## src/rtl/vend_session_arbiter_if.sv

```systemverilog
// ---------------------------------------------------------------------------
// vend_session_arbiter_if
// Bundles the customer-panel signals and the dispenser-side results of the
// vending session arbiter.
//   req         [1:0] per-panel service request (level)
//   coin0/coin1 [1:0] panel coin: 2'b01 = 10, 2'b10 = 50, others = none
//   sel         [1:0] per-panel item select (0 = 20-dollar, 1 = 50-dollar)
//   confirm     [1:0] per-panel buy strobe
//   grant       [1:0] one-hot granted panel, 2'b00 when idle
//   coin_reject       one-cycle pulse, coin refused (credit overflow)
//   done              one-cycle pulse ending a session
//   item_valid        with done: 1 = item dispensed, 0 = refund only
//   item              dispensed item code
//   change      [2:0] change or refund in 10-dollar units
// master: panel / stimulus side. slave: the arbiter.
// ---------------------------------------------------------------------------
interface vend_session_arbiter_if;
  logic [1:0] req;
  logic [1:0] coin0;
  logic [1:0] coin1;
  logic [1:0] sel;
  logic [1:0] confirm;
  logic [1:0] grant;
  logic       coin_reject;
  logic       done;
  logic       item_valid;
  logic       item;
  logic [2:0] change;

  modport master (
    output req, coin0, coin1, sel, confirm,
    input  grant, coin_reject, done, item_valid, item, change
  );

  modport slave (
    input  req, coin0, coin1, sel, confirm,
    output grant, coin_reject, done, item_valid, item, change
  );
endinterface

```

## src/rtl/vend_session_arbiter.sv

```systemverilog
// ---------------------------------------------------------------------------
// vend_session_arbiter
// Shares one vending dispenser between two customer panels. One panel is
// granted at a time (round-robin), its coin credit is accumulated in
// 10-dollar units, and the session ends with a one-cycle vend or refund.
// Ports:
//   clk    system clock, rising edge
//   rst_n  asynchronous active-low reset
//   bus    vend_session_arbiter_if.slave (requests, coins, selects,
//          confirms in; grant, coin_reject, done, item_valid, item,
//          change out). All outputs are registered.
// Parameters:
//   TIMEOUT  idle COLLECT cycles without an accepted coin before refund
//   TW       width of the inactivity timer
// ---------------------------------------------------------------------------
module vend_session_arbiter #(
  parameter int TIMEOUT = 255,
  parameter int TW      = 8
) (
  input logic                   clk,
  input logic                   rst_n,
  vend_session_arbiter_if.slave bus
);

  typedef enum logic [1:0] {
    ST_IDLE,
    ST_COLLECT,
    ST_VEND,
    ST_REFUND
  } state_t;

  state_t        r_state;
  logic [1:0]    r_grant;
  logic          r_ptr;
  logic [2:0]    r_credit;
  logic [TW-1:0] r_timer;
  logic          r_done;
  logic          r_itemValid;
  logic          r_item;
  logic [2:0]    r_change;
  logic          r_coinReject;

  logic          w_gntIdx;
  logic          w_gReq;
  logic [1:0]    w_gCoin;
  logic          w_gSel;
  logic          w_gConfirm;
  logic [2:0]    w_coinVal;
  logic [3:0]    w_sum;
  logic          w_coinSeen;
  logic          w_coinOk;
  logic          w_coinRej;
  logic [2:0]    w_creditNext;
  logic [2:0]    w_price;
  logic          w_canBuy;
  logic [TW-1:0] w_timerInc;
  logic          w_timeout;
  logic          w_winner;

  // Only the granted panel's inputs are visible during a session.
  assign w_gntIdx   = r_grant[1];
  assign w_gReq     = w_gntIdx ? bus.req[1]     : bus.req[0];
  assign w_gCoin    = w_gntIdx ? bus.coin1      : bus.coin0;
  assign w_gSel     = w_gntIdx ? bus.sel[1]     : bus.sel[0];
  assign w_gConfirm = w_gntIdx ? bus.confirm[1] : bus.confirm[0];

  always_comb begin
    w_coinVal = 3'd0;
    case (w_gCoin)
      2'b01:   w_coinVal = 3'd1;
      2'b10:   w_coinVal = 3'd5;
      default: w_coinVal = 3'd0;
    endcase
  end

  // A coin is refused when the 4-bit sum would not fit the 3-bit credit.
  assign w_sum        = {1'b0, r_credit} + {1'b0, w_coinVal};
  assign w_coinSeen   = (w_coinVal != 3'd0);
  assign w_coinOk     = w_coinSeen && !w_sum[3];
  assign w_coinRej    = w_coinSeen && w_sum[3];
  assign w_creditNext = w_coinOk ? w_sum[2:0] : r_credit;

  // A same-cycle coin counts toward the price.
  assign w_price  = w_gSel ? 3'd5 : 3'd2;
  assign w_canBuy = (w_creditNext >= w_price);

  // The timeout fires on the cycle whose increment would reach TIMEOUT.
  assign w_timerInc = r_timer + TW'(1);
  assign w_timeout  = (w_timerInc == TW'(TIMEOUT));

  // The pointer panel wins only a tie; a lone requester always wins.
  assign w_winner = (bus.req == 2'b11) ? r_ptr : bus.req[1];

  always_ff @(posedge clk or negedge rst_n) begin
    if (!rst_n) begin
      r_state      <= ST_IDLE;
      r_grant      <= 2'b00;
      r_ptr        <= 1'b0;
      r_credit     <= 3'd0;
      r_timer      <= '0;
      r_done       <= 1'b0;
      r_itemValid  <= 1'b0;
      r_item       <= 1'b0;
      r_change     <= 3'd0;
      r_coinReject <= 1'b0;
    end else begin
      r_done       <= 1'b0;
      r_itemValid  <= 1'b0;
      r_item       <= 1'b0;
      r_change     <= 3'd0;
      r_coinReject <= 1'b0;
      case (r_state)
        ST_IDLE: begin
          if (|bus.req) begin
            r_grant  <= w_winner ? 2'b10 : 2'b01;
            r_credit <= 3'd0;
            r_timer  <= '0;
            r_state  <= ST_COLLECT;
          end
        end
        ST_COLLECT: begin
          r_coinReject <= w_coinRej;
          // Cancel beats confirm, confirm beats timeout.
          if (!w_gReq) begin
            r_done   <= 1'b1;
            r_change <= r_credit;
            r_state  <= ST_REFUND;
          end else if (w_gConfirm && w_canBuy) begin
            r_done      <= 1'b1;
            r_itemValid <= 1'b1;
            r_item      <= w_gSel;
            r_change    <= w_creditNext - w_price;
            r_credit    <= w_creditNext;
            r_state     <= ST_VEND;
          end else if (!w_coinOk && w_timeout) begin
            r_done   <= 1'b1;
            r_change <= r_credit;
            r_state  <= ST_REFUND;
          end else begin
            r_credit <= w_creditNext;
            r_timer  <= w_coinOk ? '0 : w_timerInc;
          end
        end
        ST_VEND, ST_REFUND: begin
          r_grant  <= 2'b00;
          r_ptr    <= ~w_gntIdx;
          r_credit <= 3'd0;
          r_timer  <= '0;
          r_state  <= ST_IDLE;
        end
        default: begin
          r_grant <= 2'b00;
          r_state <= ST_IDLE;
        end
      endcase
    end
  end

  assign bus.grant       = r_grant;
  assign bus.coin_reject = r_coinReject;
  assign bus.done        = r_done;
  assign bus.item_valid  = r_itemValid;
  assign bus.item        = r_item;
  assign bus.change      = r_change;

endmodule

```

## src/flat_wrapper.sv

```systemverilog
// flat-port wrapper written by rule: the top's interface ports become plain ports
module vend_session_arbiter_flat 
#(
  parameter int TIMEOUT = 255,
  parameter int TW      = 8
)
  (clk, rst_n, bus_req, bus_coin0, bus_coin1, bus_sel, bus_confirm, bus_grant, bus_coin_reject, bus_done, bus_item_valid, bus_item, bus_change);
  vend_session_arbiter_if bus_i ();
  input logic clk;
  input logic rst_n;
  input wire logic [$bits(bus_i.req)-1:0] bus_req;
  input wire logic [$bits(bus_i.coin0)-1:0] bus_coin0;
  input wire logic [$bits(bus_i.coin1)-1:0] bus_coin1;
  input wire logic [$bits(bus_i.sel)-1:0] bus_sel;
  input wire logic [$bits(bus_i.confirm)-1:0] bus_confirm;
  output wire logic [$bits(bus_i.grant)-1:0] bus_grant;
  output wire logic [$bits(bus_i.coin_reject)-1:0] bus_coin_reject;
  output wire logic [$bits(bus_i.done)-1:0] bus_done;
  output wire logic [$bits(bus_i.item_valid)-1:0] bus_item_valid;
  output wire logic [$bits(bus_i.item)-1:0] bus_item;
  output wire logic [$bits(bus_i.change)-1:0] bus_change;
  assign bus_i.req = bus_req;
  assign bus_i.coin0 = bus_coin0;
  assign bus_i.coin1 = bus_coin1;
  assign bus_i.sel = bus_sel;
  assign bus_i.confirm = bus_confirm;
  assign bus_grant = bus_i.grant;
  assign bus_coin_reject = bus_i.coin_reject;
  assign bus_done = bus_i.done;
  assign bus_item_valid = bus_i.item_valid;
  assign bus_item = bus_i.item;
  assign bus_change = bus_i.change;
  vend_session_arbiter #(.TIMEOUT(TIMEOUT), .TW(TW)) u_core (.clk(clk), .rst_n(rst_n), .bus(bus_i));
endmodule
```

## config.mk

```make
export PLATFORM = sky130hd
export DESIGN_NAME = vend_session_arbiter_flat
export DESIGN_NICKNAME = d
export VERILOG_FILES = /design/src/rtl/vend_session_arbiter_if.sv /design/src/rtl/vend_session_arbiter.sv /design/src/flat_wrapper.sv
export SDC_FILE = /design/constraint.sdc
export NUM_CORES = 1
export LEC_CHECK = 0
export BUFFER_PORTS_ARGS = -buffer_cell sky130_fd_sc_hd__buf_2
export CAP_MARGIN = 20
export CORE_AREA = 2 2 62 64
export CTS_CLUSTER_DIAMETER = 60
export DETAILED_ROUTE_END_ITERATION = 12
export DIE_AREA = 0 0 64 66
export PLACE_DENSITY = 0.64
export RECOVER_POWER = 50
export SYNTH_ARGS = -nofsm -noshare
export SYNTH_HDL_FRONTEND = slang
export SYNTH_SLANG_ARGS = --single-unit
```

## constraint.sdc

```tcl
create_clock -name clk -period 3.6 [get_ports clk]
set_input_delay 0.36 -clock clk [delete_from_list [all_inputs] [get_ports clk]]
set_output_delay 0.36 -clock clk [all_outputs]
set_load 0.005 [all_outputs]
```

### Yosys cells after proc, flatten, opt, wreduce, memory -nomap -nowiden

Index checks and enable logic that the tools add are counted.
Widths: inputs -> output; s select.

* output and inout bits: 9
* bits in registers: 23

* order comparisons: 1
* reductions and logical operators: 15
* eq/ne operators: 13
* bitwise logic cells: 1
* multiplexer cells: 42
* add/subtract/negate cells: 3

Operators by type and width (count)
* $mux 8: 5
* $mux 3: 10
* $pmux 8 s3: 1
* $mux 1: 15
* $mux 2: 7
* $pmux 3 s3: 1
* $add 8x1->8 const B: 1
* $eq 2x2->1 const B: 4
* $eq 8x8->1 const B: 1
* $pmux 2 s3: 1
* $pmux 3 s2: 1
* $add 3x3->4: 1
* $eq 2x1->1 const B: 2
* $logic_and 1x1->1: 4
* $ne 2x1->1 const B: 2
* $ne 2x2->1 const B: 2
* $ne 4x4->1 const B: 1
* $pmux 2 s2: 1
* $reduce_and 2->1: 2
* $reduce_and 4->1: 1
* $reduce_or 2->1: 2
* $ge 3x3->1: 1
* $ne 3x2->1 const B: 1
* $reduce_and 3->1: 1
* 6 further kinds: 7

### Longest topological paths before layout

Gate-level depths: netlist of run 1.

* word-level depth: 12
* gate-level depth with buffers: 15
* gate-level depth less buffers: 14

### Worst setup path before layout of run 1

Ideal clock, no wire load.

* path kind: register to register
* from: register u_core.r_grant[1], in the netlist u_core.bus.grant[1]
* to: register u_core.r_timer[3]
* slack: 0.182 ns
* stages on the path, launching flop included: 14
* required time: 3.466 ns
* arrival time: 3.284 ns
* cell sequence: dfrtp_1 -> buf_2 -> mux2_2 -> ha_1 -> inv_1 -> ha_1 -> a311oi_2 -> o21ai_0 -> ha_1 -> a21oi_1 -> o21ai_1 -> a31o_2 -> a211oi_1 -> o32ai_1

* longest elaborated chain between the ends: 11
* elaborated cells on any way between the ends: 26
* classes of those cells: add/sub (1); order compare (1); eq/ne (5); mux (12); reduce/logical (7)

RTL lines
* start, declared: RTL line vend_session_arbiter.sv:33 `logic [1:0] r_grant;`
* start signal, assigned: RTL line vend_session_arbiter.sv:115 `r_grant <= w_winner ? 2'b10 : 2'b01;`
* $mux 2: RTL line vend_session_arbiter.sv:63 `assign w_gCoin = w_gntIdx ? bus.coin1 : bus.coin0;`
* $eq 2x2->1 / $eq 2x1->1 (equally long branches): RTL line vend_session_arbiter.sv:69 `case (w_gCoin)`
* $pmux 3 s2: RTL line vend_session_arbiter.sv:69
* $add 3x3->4: RTL line vend_session_arbiter.sv:77 `assign w_sum = {1'b0, r_credit} + {1'b0, w_coinVal};`
* $logic_not 1->1: RTL line vend_session_arbiter.sv:79 `assign w_coinOk = w_coinSeen && !w_sum[3];`
* $logic_and 1x1->1: RTL line vend_session_arbiter.sv:79
* $mux 3 / $mux 8 (equally long branches): RTL line vend_session_arbiter.sv:81, vend_session_arbiter.sv:141
* $ge 3x3->1 / $mux 8 (equally long branches): RTL line vend_session_arbiter.sv:85, vend_session_arbiter.sv:135
* $logic_and 1x1->1 / $mux 8 (equally long branches): RTL line vend_session_arbiter.sv:128 `end else if (w_gConfirm && w_canBuy) begin`
* $ne 2x2->1 (no line) / $mux 8 (equally long branches)
* $reduce_and 4->1 (no line) / $pmux 8 s3 (equally long branches)
* end signal, assigned: RTL line vend_session_arbiter.sv:141 `r_timer <= w_coinOk ? '0 : w_timerInc;`
* end, declared: RTL line vend_session_arbiter.sv:36 `logic [TW-1:0] r_timer;`

Several ways; a longest one is shown, not always the timed one. The select of a mux whose other input is x is not followed.
A chain may end at the register's enable or synchronous reset.

### Worst setup path after layout of run 1

Same ends and word-level chain as after synthesis.

==> results of run 1 <==
## repair_timing
item,in CTS,in global routing
gates resized for setup,0,1
endpoints found under the setup margin,0,14
setup buffers,0,3
## path summary, 6_finish.rpt
| path | start | endpoint | slack (ns) | cells after the start |
|---|---|---|---|---|
| min reg2reg | u_core.r_timer[7]$_DFFE_PN0P_ | u_core.r_timer[7]$_DFFE_PN0P_ | 0.50 | 1 |
| min in group clk | bus_sel[0] | u_core.bus.item$_DFF_PN0_ | 0.37 | 3 |
| max | u_core.bus.grant[1]$_DFFE_PN0P_ | u_core.r_timer[3]$_DFFE_PN0P_ | 0.22 | 14 |
| min | rst_n | u_core.bus.grant[1]$_DFFE_PN0P_ | 0.25 | 1 |
| max in group asynchronous | rst_n | u_core.r_timer[3]$_DFFE_PN0P_ | 2.63 | 1 |
| max reg2reg | u_core.bus.grant[1]$_DFFE_PN0P_ | u_core.r_timer[3]$_DFFE_PN0P_ | 0.22 | 14 |
## cells in the mapped netlist (2+ instances only)
library cell	count	area share, %
nand3_1	10	3.3
o31ai_1	3	1.5
nor2b_1	3	1.2
mux2i_1	3	2.0
nor2_1	10	2.5
a21oi_1	10	3.3
a211oi_1	2	0.98
o211ai_1	2	0.98
ha_1	9	7.4
nor3_1	4	1.3
o21ai_0	8	2.6
a31oi_1	4	1.6
a32o_1	3	2.0
o21ai_1	4	1.3
xnor2_1	2	1.1
dfrtp_1	23	38
mux2_2	3	2.2
a32oi_1	2	1.1
nand2_1	15	3.7
and3_1	2	0.82
and2_1	2	0.82
nand2b_1	3	1.2
inv_1	11	2.7
## layout make-up
class	count	area, um2	area share (%)
timing repair buffer	25	136	7.80
clock buffer	4	26.3	1.50
inverter	11	41.3	2.36
tap	48	60.1	3.44
multi-input combinational	128	908	52.0
sequential	23	576	32.9
## power groups by stage
| stage | Sequential [W] | Clock (W) | Combinational, W |
|---|---|---|---|
| 2_1_floorplan | 0.000362 | 0 | 0.000401 |
| 3_3_place_gp | 0.000367 | 0 | 0.000542 |
| 3_5_place_dp | 0.000370 | 0 | 0.000554 |
| 4_1_cts | 0.000365 | 0.000126 | 0.000558 |
| 5_1_grt | 0.000376 | 0.000139 | 0.000652 |
| 6_report | 0.000366 | 0.000126 | 0.000584 |
## per-layer routing
| layer | GRT usage, % | vias to the layer above | routed length [um] |
|---|---|---|---|
| met5 | 0 | - | 0 |
| met4 | 8.15 | 0 | 63 |
| met3 | 2.39 | 7 | 139 |
| met2 | 32.4 | 35 | 1760 |
| met1 | 23.7 | 680 | 1550 |
| li1 | - | 669 | - |
## cells in the final DEF (no fill, tap or decap), types with 2 or more instances in the layout
cell type	instances
o31ai_1	3
clkbuf_1	2
a21oi_1	10
o21ai_0	8
nor2_1	10
inv_1	11
o211ai_1	2
o21ai_1	3
buf_4	5
nor2b_1	3
nor3_1	4
and2_1	2
and3_1	2
a32oi_1	2
dfrtp_1	23
nand2_1	15
a31oi_1	4
a211oi_1	2
mux2_2	3
nand2b_1	3
clkbuf_4	3
xnor2_1	2
nand3_1	10
mux2i_1	3
ha_1	9
buf_2	19
a32o_1	3
## through the flow
stage | cells | worst slack [ns]
floorplan | 163 | 0.182
global placement | 232 | 0.323
detailed placement | 232 | 0.171
CTS | 236 | 0.161
global route | 239 | -0.0420
finish | 239 | 0.224
## cells by family after synthesis
kind of cell,Yosys count,synth area share [%]
and+or+nand+nor,57,19.8
muxes,6,4.18
xor gates and xnor gates,3,1.72
AOI/OAI and AO/OA,52,24.9
buffers and inverters,12,3.03
DFF,23,37.7
adders and majority gates,10,8.69
## flip-flops by register name, summed over array words and instances (netlist names)
signal / flops
u_core.r_timer: 8
u_core.bus.grant: 2
u_core.bus.change: 3
u_core.r_credit: 3
u_core.bus.item: 1
u_core.bus.done: 1
u_core.r_state: 2
u_core.bus.coin_reject: 1
u_core.r_ptr: 1
u_core.bus.item_valid: 1
==> flow_summary.rst, run 1 <==
.. list-table::
   :header-rows: 1

   * - Metric
     - Value
   * - Detailed-route DRC error count
     - 0
   * - First-pass GRT wire length
     - 6240 um
   * - Maximum fanout along the worst path
     - 7
   * - Number of maximum-capacitance violations
     - 0
   * - Total Die Area
     - 4220 um2
   * - Final max-slew violation count
     - 0
   * - Number of buffers added on ports
     - 20
   * - Horizontal die dimension
     - 64 um
   * - Number of library cell types mapped by synthesis
     - 48
   * - Status
     - complete, no violations
   * - Latest clock arrival within the worst-skew pair
     - around 0.32 ns
   * - Fraction of layout instances using a drive strength above 1
     - 22.0%
   * - Number of ports placed on the die boundary
     - 21
   * - Area of placed instances
     - 1700 um2
   * - Starting density of the core
     - 43.0%
   * - Primary FF master, synth
     - dfrtp_1
   * - Finish-stage setup viols
     - 0
   * - Via count of the first global-routing pass
     - about 1400
   * - Unrepaired setup endpoints after global routing
     - true
   * - Worst path arrival time
     - ~3.6 ns
   * - Fraction of the yosys area taken by sequential cells
     - 37.7%
   * - Max Clock Skew
     - ~0.005 ns
   * - Via-to-Cell Ratio
     - about 5.8
   * - Estimated wirelength of the detail-placed design
     - 2730 um
   * - Final Cycle Share
     - around 94%
   * - TritonCTS clock tree
     - built
   * - Die Span Y
     - 66 um
   * - Post-route setup TNS
     - 0 ns
   * - H-tree lvl count
     - 1
   * - Clock tree sinks
     - 23
   * - Aggregate routed wire length
     - about 3500 um
   * - Critical path buffer and inverter count
     - 1
   * - Highest Clock Rate
     - 296 MHz
   * - Largest stage delay on the critical path
     - 0.39 ns
   * - LEAKAGE
     - 0.782 nW
   * - Area growth syn-to-layout
     - 14.5%
   * - Critical path endpoint category
     - flip-flop
   * - Maximum vdd ir drop
     - around 0.00026 V
   * - Number of routed nets with antenna violations
     - 0
   * - Synthesis Warnings
     - 0
   * - NumNets Final
     - around 210
   * - Post-layout instance area
     - ~1700 um2
   * - Final core utilization
     - 49.2%
   * - Time the final worst path needs with I/O delays and setup
     - around 3.4 ns
   * - Clock transition time at the flip-flop clock pins of the worst setup and hold paths
     - 0.13 ns
   * - Number of buffers created by CTS
     - 3
   * - Data required time at the worst endpoint
     - 3.83 ns
   * - Flops & latches, synth
     - 23
   * - Seq pwr share
     - 34.0%
   * - Internal power
     - 0.000600 W
   * - Routability cong.
     - 0.856
   * - Hold violation total from the final report
     - 0
   * - Post-synthesis instance area
     - 1530 um2
   * - 1st-pass router iterations
     - 4
   * - Global Route Usage Sum
     - a little under a fifth
   * - Syn_area_per_cell
     - roughly 9.4 um2
   * - Share of flip-flops with an asynchronous set or reset after synthesis
     - 100%
   * - Hold_ws
     - 0.252 ns
   * - Net count after synthesis
     - 185
   * - Grt ovf
     - 0
   * - Class of the tightest hold or removal check
     - input pin to asynchronous set/reset pin
   * - Ant. Diodes
     - 0
   * - CP dominant cell by count
     - ha_1
   * - Net switching power
     - 0.000476 W
   * - Drt wl/cell
     - around 15 um
   * - Pin count of the biggest net entering global routing
     - 24
   * - Clk buf depth
     - 2
   * - Master of the slowest instance on the critical path
     - dfrtp_1
   * - Count of standard-cell rows
     - 22
   * - Vias post-DR
     - 1391
   * - Power consumption
     - 0.00108 W
   * - Worst slew margin relative to its limit
     - about a fifth
   * - Post-synthesis instance total
     - 163
   * - Cell at the root of the clock tree
     - clkbuf_4
   * - Actual slew at the worst max-slew pin
     - 1.21 ns
   * - Number of antenna violations at the first check in global routing
     - 0
   * - Start-to-end type of the worst setup path
     - flip-flop to flip-flop
   * - Startpoint Class
     - flip-flop
   * - Number of hold buffers added after cts
     - 0
   * - Number of enable-type register cells in the synthesized netlist
     - 0
   * - Core Box Area
     - 3550 um2
   * - Switching share of total power
     - 44.2%
   * - Family with the most delay on the worst path
     - adder cells
   * - Power share of the combinational group
     - 54.3%
   * - Part of the power in the clock network
     - 11.7%
   * - Filler Cells Inserted
     - ~340
   * - Drt first-iter violations
     - 40
   * - Power density over the cells
     - 616 nW/um2
   * - Critical Path, Cell by Cell
     - mux2_2 > ha_1 > inv_1 > ha_1 > ha_1 > xor2_1 > nand2_1 > o21ai_0 > ha_1 > a21oi_1 > o21ai_2 > a21oi_2 > o21ai_4 > o32ai_1
(Power assumes the default switching activity.)
==> inputs of run 2 (changes only) <==
--- a/config.mk
+++ b/config.mk
@@ -5,12 +5,15 @@
 export SDC_FILE = /design/constraint.sdc
 export NUM_CORES = 1
 export LEC_CHECK = 0
+export ABC_AREA = 1
+export ABC_CLOCK_PERIOD_IN_PS = 3600
 export BUFFER_PORTS_ARGS = -buffer_cell sky130_fd_sc_hd__buf_2
 export CAP_MARGIN = 20
-export CORE_AREA = 2 2 62 64
+export CORE_AREA = 2 2 64 66
+export CTS_BUF_LIST = sky130_fd_sc_hd__clkbuf_2
 export CTS_CLUSTER_DIAMETER = 60
 export DETAILED_ROUTE_END_ITERATION = 12
-export DIE_AREA = 0 0 64 66
+export DIE_AREA = 0 0 66 68
 export PLACE_DENSITY = 0.64
 export RECOVER_POWER = 50
 export SYNTH_ARGS = -nofsm -noshare
==> flow_summary.rst, run 2 <==
.. list-table::
   :header-rows: 1

   * - Metric
     - Value
   * - Status
     - complete, no violations (unchanged)
   * - Adder and majority gate portion of the synthesized area
     - 8.05% (was 8.69%)
   * - Max reg flops
     - 8 (unchanged)
   * - Number of enable-type register cells in the synthesized netlist
     - 0 (unchanged)
   * - Clock transition time at the flip-flop clock pins of the worst setup and hold paths
     - 0.22 ns (was 0.13 ns)
   * - Post-synthesis instance total
     - 217 (was 163)
   * - Start-to-end type of the worst setup path
     - flip-flop to flip-flop (unchanged)
   * - Place WS
     - 0.282 ns (was 0.171 ns)
   * - Number of library cell types mapped by synthesis
     - 29 (was 48)
   * - Vias post-DR
     - 1396 (was 1391)
   * - Clock tree sinks
     - 23 (unchanged)
   * - Count leader, synth
     - nand2_1 (was dfrtp_1)
   * - Latest clock arrival within the worst-skew pair
     - 0.35 ns (was 0.32 ns)
   * - Worst slew margin relative to its limit
     - 17.0% (was 19.1%)
   * - Maximum fanout along the worst path
     - 9 (was 7)
   * - Hold path cells
     - 3
   * - Fraction of layout instances using a drive strength above 1
     - 19.7% (was 22.0%)
   * - Fraction of post-synthesis cell area in the top cell type by area
     - 35.0% (was 37.7%)
   * - Startpoint Class
     - flip-flop (unchanged)
   * - Maximum vdd ir drop
     - 0.000357 V (was 0.000262 V)
   * - Area growth syn-to-layout
     - 11.0% (was 14.5%)
   * - Worst path arrival time
     - 3.43 ns (was 3.60 ns)
   * - Number of buffers added on ports
     - 20 (unchanged)
   * - Starting density of the core
     - 42.7% (was 43.0%)
   * - Die Span Y
     - 68 um (was 66 um)
   * - Max Clock Skew
     - 0.00737 ns (was 0.00498 ns)
   * - Number of antenna violations at the first check in global routing
     - 0 (unchanged)
   * - Data required time at the worst endpoint
     - 3.87 ns (was 3.83 ns)
   * - Hold violation total from the final report
     - 0 (unchanged)
   * - Drt first-iter violations
     - 56 (was 40)
   * - Final max-slew violation count
     - 0 (unchanged)
   * - LEAKAGE
     - 1.00 nW (was 0.782 nW)
   * - H-tree lvl count
     - 1 (unchanged)
   * - Filler Cells Inserted
     - 408 (was 342)
   * - Actual slew at the worst max-slew pin
     - 1.24 ns (was 1.21 ns)
   * - Critical path endpoint category
     - flip-flop (unchanged)
   * - Post-synthesis instance area
     - 1650 um2 (was 1530 um2)
   * - Total Die Area
     - 4490 um2 (was 4220 um2)
   * - First-pass GRT wire length
     - 5930 um (was 6240 um)
   * - Net count after synthesis
     - 239 (was 185)
   * - Cell at the root of the clock tree
     - clkbuf_2 (was clkbuf_4)
   * - Flops & latches, synth
     - 23 (unchanged)
   * - Highest Clock Rate
     - 316 MHz (was 296 MHz)
   * - Via count of the first global-routing pass
     - 1317 (was 1396)
   * - Syn_area_per_cell
     - 7.59 um2 (was 9.36 um2)
   * - Post-synthesis mux area share
     - 0.608% (was 4.18%)
   * - Synthesis Warnings
     - 0 (unchanged)
   * - Most common cell after layout, fill and taps aside
     - nand2_1 (was dfrtp_1)
   * - Fraction of the yosys area taken by sequential cells
     - 35.0% (was 37.7%)
   * - Class of the tightest hold or removal check
     - input pin to flip-flop (was input pin to asynchronous set/reset pin)
   * - Number of maximum-capacitance violations
     - 0 (unchanged)
   * - Clk buf depth
     - 2 (unchanged)
   * - Global Route Usage Sum
     - 17.2% (was 18.9%)
   * - Drt wl/cell
     - 11.9 um (was 14.7 um)
   * - Finish-stage setup viols
     - 0 (unchanged)
   * - Horizontal die dimension
     - 66 um (was 64 um)
   * - Largest area contributor in the synthesized netlist
     - dfrtp_1 (unchanged)
   * - Core Box Area
     - 3860 um2 (was 3550 um2)
   * - Leading post-synthesis cells by cell area
     - dfrtp_1 35%, nand2_1 16%, ha_1 6.8% (was dfrtp_1 38%, ha_1 7.4%, nand2_1 3.7%)
   * - XOR/XNOR Fraction of Synth Area
     - 1.06% (was 1.72%)
   * - Grt ovf
     - 0 (unchanged)
   * - Path depth of the worst reg2reg path
     - 19 (was 14)
   * - 1st-pass router iterations
     - 4 (unchanged)
   * - Most instantiated cells after synthesis
     - 70 x nand2_1, 28 x inv_1, 23 x dfrtp_1, 20 x nor2_1, 12 x nand3_1 (was 23 x dfrtp_1, 15 x nand2_1, 11 x inv_1)
   * - Number of routed nets with antenna violations
     - 0 (unchanged)
   * - Final Worst Setup Slack
     - 0.438 ns (was 0.224 ns)
   * - Via-to-Cell Ratio
     - 4.83 (was 5.82)
   * - Ant. Diodes
     - 0 (unchanged)
   * - Biggest register
     - u_core.r_timer (unchanged)
   * - Post-route setup TNS
     - 0 ns (unchanged)
   * - TritonCTS clock tree
     - built (unchanged)
   * - Count of standard-cell rows
     - 23 (was 22)
   * - Combinational family with the most area after synthesis
     - simple AND/OR/NAND/NOR gates (was compound AO/OA/AOI/OAI gates)
   * - Unrepaired setup endpoints after global routing
     - false (was true)
   * - Time the final worst path needs with I/O delays and setup
     - 3.16 ns (was 3.38 ns)
   * - Power density over the cells
     - 649 nW/um2 (was 616 nW/um2)
   * - Simple-gate share of the synthesized area
     - 40.7% (was 19.8%)
   * - Share of flip-flops with an asynchronous set or reset after synthesis
     - 100% (unchanged)
   * - Pin count of the biggest net entering global routing
     - 24 (unchanged)
   * - Final Cycle Share
     - 87.8% (was 93.8%)
   * - Number of buffers created by CTS
     - 3 (unchanged)
   * - Routability cong.
     - 0.784 (was 0.856)
   * - Estimated wirelength of the detail-placed design
     - 2720 um (was 2730 um)
   * - Primary FF master, synth
     - dfrtp_1 (unchanged)
   * - Compound-Gate Fraction of Synth Area
     - 6.53% (was 24.9%)
   * - Detailed-route DRC error count
     - 0 (unchanged)
   * - Number of ports placed on the die boundary
     - 21 (unchanged)
   * - Aggregate routed wire length
     - 3430 um (was 3520 um)
   * - Count of buffers added by post-CTS timing repair for setup
     - 0 (unchanged)
   * - Most used cells in the layout excluding fill and tap cells
     - 70 x nand2_1, 28 x inv_1, 22 x dfrtp_1 (was 23 x dfrtp_1, 19 x buf_2, 15 x nand2_1)
   * - NumNets Final
     - 262 (was 214)
## run 2: routing by layer
layer	part of all wire, %	track usage (%)
met1	45	21.2
met2	51	31.6
met4	1.6	5.36
met5	0	0
met3	2.0	1.97
## run 2: cells by family (layout without fill, tap and decap cells)
family,count (synthesis),after routing
DFF,23,23
AOI/OAI and AO/OA,16,16
adders and majority gates,10,10
buffers and inverters,34,56
muxes,1,1
xor gates and xnor gates,2,2
and+or+nand+nor,131,131
## run 2: repair_timing
action	4_1_cts	5_1_grt
endpoints found under the hold margin	23	0
endpoints found under the setup margin	0	10
resized for setup	0	3
hold buffers	1	0
## run 2: report_power, final
group | switching, W | internal (W)
combinational | 0.000457 | 0.000245
sequential | 0.0000555 | 0.000322
clock | 0.0000820 | 0.0000252
## run 2: critical path, cell delays in order (launching register included)
cell and delay (ns):
dfrtp_2 0.50, inv_2 0.07, nand2_1 0.06, nand2_1 0.05, ha_1 0.28, inv_1 0.06, ha_1 0.19, nand3_1 0.11
nand3_2 0.16, or2_2 0.31, o21ai_0 0.13, ha_1 0.30, nand3_1 0.07, nand3_1 0.07, nand2_1 0.12, inv_1 0.11
nand2_2 0.18, nand3_4 0.14, nand2_1 0.09, nand2_1 0.06
## run 2: path summary, 6_finish.rpt
path	from	end	slack (ns)
hold / removal	bus_req[1]	u_core.bus.grant[1]$_DFFE_PN0P_	0.31
setup reg to reg	u_core.bus.grant[1]$_DFFE_PN0P_	u_core.r_timer[7]$_DFFE_PN0P_	0.44
min in group asynchronous	rst_n	u_core.bus.done$_DFF_PN0_	0.75
setup / recovery	u_core.bus.grant[1]$_DFFE_PN0P_	u_core.r_timer[7]$_DFFE_PN0P_	0.44
max in group asynchronous	rst_n	u_core.bus.grant[1]$_DFFE_PN0P_	2.05
hold reg to reg	u_core.r_ptr$_DFFE_PN0N_	u_core.r_ptr$_DFFE_PN0N_	0.53
## run 2: layout make-up
cell class                 instances  area [um2]  area share [%]
clock buffer                       3        15.0           0.821
clock inverter                     1        5.00           0.274
inverter                          31         116            6.37
multi-input combinational        160         946            51.7
sequential                        23         577            31.6
tap                               50        62.6            3.42
timing repair buffer              21         106            5.82
## run 2: per-stage QoR
stage	hold slack, ns	util (%)	total power [W]	std cells	cell area (um2)
2_1_floorplan	0.0644	-	0.000914	217	1650
3_3_place_gp	0.361	46.5	0.00107	284	1790
3_5_place_dp	0.369	46.5	0.00109	284	1790
4_1_cts	0.303	47.2	0.00120	289	1820
5_1_grt	0.303	47.4	0.00134	289	1830
6_report	0.307	47.4	0.00119	289	1830
==> inputs of run 3 (changes only) <==
--- a/config.mk
+++ b/config.mk
@@ -10,7 +10,6 @@
 export BUFFER_PORTS_ARGS = -buffer_cell sky130_fd_sc_hd__buf_2
 export CAP_MARGIN = 20
 export CORE_AREA = 2 2 64 66
-export CTS_BUF_LIST = sky130_fd_sc_hd__clkbuf_2
 export CTS_CLUSTER_DIAMETER = 60
 export DETAILED_ROUTE_END_ITERATION = 12
 export DIE_AREA = 0 0 66 68
==> flow_summary.rst, run 3 (synthesis gave the netlist of run 2 again) <==
.. list-table::
   :header-rows: 1

   * - Metric
     - Value
   * - Startpoint Class
     - flip-flop (unchanged)
   * - Largest stage delay on the critical path
     - 0.45 ns (was 0.50 ns)
   * - Power density over the cells
     - 674 nW/um2 (was 649 nW/um2)
   * - Maximum fanout along the worst path
     - 9 (unchanged)
   * - Maximum vdd ir drop
     - 0.000371 V (was 0.000357 V)
   * - Final Cycle Share
     - 89.2% (was 87.8%)
   * - Part of the power in the clock network
     - 13.1% (was 9.0%)
   * - Latest clock arrival within the worst-skew pair
     - 0.27 ns (was 0.35 ns)
   * - Via count of the first global-routing pass
     - 1323 (was 1317)
   * - Cell at the root of the clock tree
     - clkbuf_8 (was clkbuf_2)
   * - Count of buffers added by post-CTS timing repair for setup
     - 0 (unchanged)
   * - Highest Clock Rate
     - 311 MHz (was 316 MHz)
   * - Global Route Usage Sum
     - 17.3% (was 17.2%)
   * - Die Span Y
     - 68 um (unchanged)
   * - Number of antenna violations at the first check in global routing
     - 0 (unchanged)
   * - Count of standard-cell rows
     - 23 (unchanged)
   * - Worst path arrival time
     - 3.37 ns (was 3.43 ns)
   * - Power share of the combinational group
     - 56.4% (was 59.2%)
   * - Most common cell after layout, fill and taps aside
     - nand2_1 (unchanged)
   * - Aggregate routed wire length
     - 3440 um (was 3430 um)
   * - Total Die Area
     - 4490 um2 (unchanged)
   * - Master of the slowest instance on the critical path
     - dfrtp_2 (unchanged)
   * - Family with the most delay on the worst path
     - simple AND/OR/NAND/NOR gates (unchanged)
   * - Number of routed nets with antenna violations
     - 0 (unchanged)
   * - Hold violation total from the final report
     - 0 (unchanged)
   * - NumNets Final
     - 261 (was 262)
   * - Worst slew margin relative to its limit
     - 16.6% (was 17.0%)
   * - Hold_ws
     - 0.338 ns (was 0.307 ns)
   * - Time the final worst path needs with I/O delays and setup
     - 3.21 ns (was 3.16 ns)
   * - Number of buffers created by CTS
     - 3 (unchanged)
   * - Internal power
     - 0.000643 W (was 0.000592 W)
   * - Ant. Diodes
     - 0 (unchanged)
   * - Pin count of the biggest net entering global routing
     - 24 (unchanged)
   * - Max reg flops
     - 8 (unchanged)
   * - Clock tree sinks
     - 23 (unchanged)
   * - Most used cells in the layout excluding fill and tap cells
     - 70 x nand2_1, 28 x inv_1, 22 x dfrtp_1 (unchanged)
   * - Clock transition time at the flip-flop clock pins of the worst setup and hold paths
     - 0.08 ns (was 0.22 ns)
   * - Starting density of the core
     - 42.7% (unchanged)
   * - Critical path endpoint category
     - flip-flop (unchanged)
   * - Drt first-iter violations
     - 74 (was 56)
   * - Drt wl/cell
     - 11.9 um (about the same)
   * - Power consumption
     - 0.00124 W (was 0.00119 W)
   * - Actual slew at the worst max-slew pin
     - 1.25 ns (was 1.24 ns)
   * - Vias post-DR
     - 1398 (was 1396)
   * - Max Clock Skew
     - 0.00137 ns (was 0.00737 ns)
   * - Clk buf depth
     - 2 (unchanged)
   * - 1st-pass router iterations
     - 4 (unchanged)
   * - Detailed-route DRC error count
     - 0 (unchanged)
   * - TritonCTS clock tree
     - built (unchanged)
   * - Critical path buffer and inverter count
     - 3 (unchanged)
   * - First-pass GRT wire length
     - 5950 um (was 5930 um)
   * - Via-to-Cell Ratio
     - 4.85 (was 4.83)
   * - Estimated wirelength of the detail-placed design
     - 2720 um (unchanged)
   * - Core Box Area
     - 3860 um2 (unchanged)
   * - Number of buffers added on ports
     - 20 (unchanged)
   * - Horizontal die dimension
     - 66 um (unchanged)
   * - Post-route setup TNS
     - 0 ns (unchanged)
   * - Seq pwr share
     - 30.5% (was 31.8%)
   * - Biggest register
     - u_core.r_timer (unchanged)
   * - Switching share of total power
     - 48.2% (was 50.1%)
   * - Status
     - complete, no violations (unchanged)
   * - Area growth syn-to-layout
     - 11.8% (was 11.0%)
   * - Start-to-end type of the worst setup path
     - flip-flop to flip-flop (unchanged)
   * - LEAKAGE
     - 1.01 nW (was 1.00 nW)
   * - Final core utilization
     - 47.7% (was 47.4%)
   * - Final max-slew violation count
     - 0 (unchanged)
   * - Unrepaired setup endpoints after global routing
     - false (unchanged)
   * - Critical Path, Cell by Cell
     - inv_2 > nand2_1 > nand2_1 > ha_1 > inv_1 > ha_1 > nand3_1 > nand3_1 > or2_2 > o21ai_0 > ha_1 > nand3_1 > nand3_1 > nand2_1 > inv_1 > nand2_2 > nand3_4 > nand2_1 > nand2_1 (was inv_2 > nand2_1 > nand2_1 > ha_1 > inv_1 > ha_1 > nand3_1 > nand3_2 > or2_2 > o21ai_0 > ha_1 > nand3_1 > nand3_1 > nand2_1 > inv_1 > nand2_2 > nand3_4 > nand2_1 > nand2_1)
   * - Data required time at the worst endpoint
     - 3.76 ns (was 3.87 ns)
   * - Fraction of layout instances using a drive strength above 1
     - 19.7% (about the same)
   * - Finish-stage setup viols
     - 0 (unchanged)
   * - CP dominant cell by count
     - nand2_1 (unchanged)
   * - Number of ports placed on the die boundary
     - 21 (unchanged)
   * - H-tree lvl count
     - 1 (unchanged)
   * - Number of maximum-capacitance violations
     - 0 (unchanged)
   * - Class of the tightest hold or removal check
     - input pin to asynchronous set/reset pin (was input pin to flip-flop)
   * - Net switching power
     - 0.000597 W (was 0.000594 W)
   * - Routability cong.
     - 0.784 (unchanged)
   * - Grt ovf
     - 0 (unchanged)
run 3: changes by cell type in the layout (fill, tap and decap cells not counted):
cell and change:
clkbuf_2 -3, clkbuf_8 +3, buf_2 +1, clkbuf_1 -1
dlygate4sd3_1 -1, nand3_1 +1, nand3_2 -1
run 3: final cells by class:
type	instances	area, um2
clock inverters	1	5.00
fillers	407	2020
clock buffers	3	41.3
multi-input cells	160	941
repair buffers	20	97.6
inverters	31	116
flip-flops and latches	23	577
well taps	50	62.6
run 3: stage by stage:
| step | area [um2] | cells | worst slack, ns |
|---|---|---|---|
| after floorplan | 1650 | 217 | 0.651 |
| after global placement | 1790 | 284 | 0.394 |
| after detailed placement | 1790 | 284 | 0.282 |
| after CTS | 1840 | 288 | 0.272 |
| after global routing | 1840 | 288 | 0.000834 |
| final | 1840 | 288 | 0.389 |
run 3: path summary, 6_finish.rpt:
kind                                            startpoint                               to  slack [ns]  cells past startpoint
max                        u_core.bus.grant[1]$_DFFE_PN0P_    u_core.r_timer[7]$_DFFE_PN0P_        0.39                     19
min                                                  rst_n        u_core.bus.done$_DFF_PN0_        0.34                      1
max reg2reg                u_core.bus.grant[1]$_DFFE_PN0P_    u_core.r_timer[7]$_DFFE_PN0P_        0.39                     19
min reg2reg                       u_core.r_ptr$_DFFE_PN0N_         u_core.r_ptr$_DFFE_PN0N_        0.51                      2
max in group asynchronous                            rst_n  u_core.bus.grant[1]$_DFFE_PN0P_        2.44                      1
min in group clk                                bus_req[1]  u_core.bus.grant[1]$_DFFE_PN0P_        0.42                      3
run 3: power groups by stage:
| stage | logic, W | clock network [W] | registers, W |
|---|---|---|---|
| 2_1_floorplan | 0.000549 | 0 | 0.000365 |
| 3_3_place_gp | 0.000694 | 0 | 0.000381 |
| 3_5_place_dp | 0.000701 | 0 | 0.000384 |
| 4_1_cts | 0.000704 | 0.000169 | 0.000378 |
| 5_1_grt | 0.000822 | 0.000178 | 0.000390 |
| 6_report | 0.000699 | 0.000162 | 0.000379 |
run 3: what timing repair did:
| item | CTS | global route |
|---|---|---|
| endpoints found under the setup margin | 0 | 10 |
| gates resized for setup | 0 | 2 |
| hold buffers | 0 | 0 |
run 3: per-layer routing:
metal	GRT usage, %	vias up	routed length, um
li1	-	735	-
met1	21.2	639	1580
met2	31.7	20	1760
met3	2.47	4	65
met4	5.36	0	36
met5	0	-	0
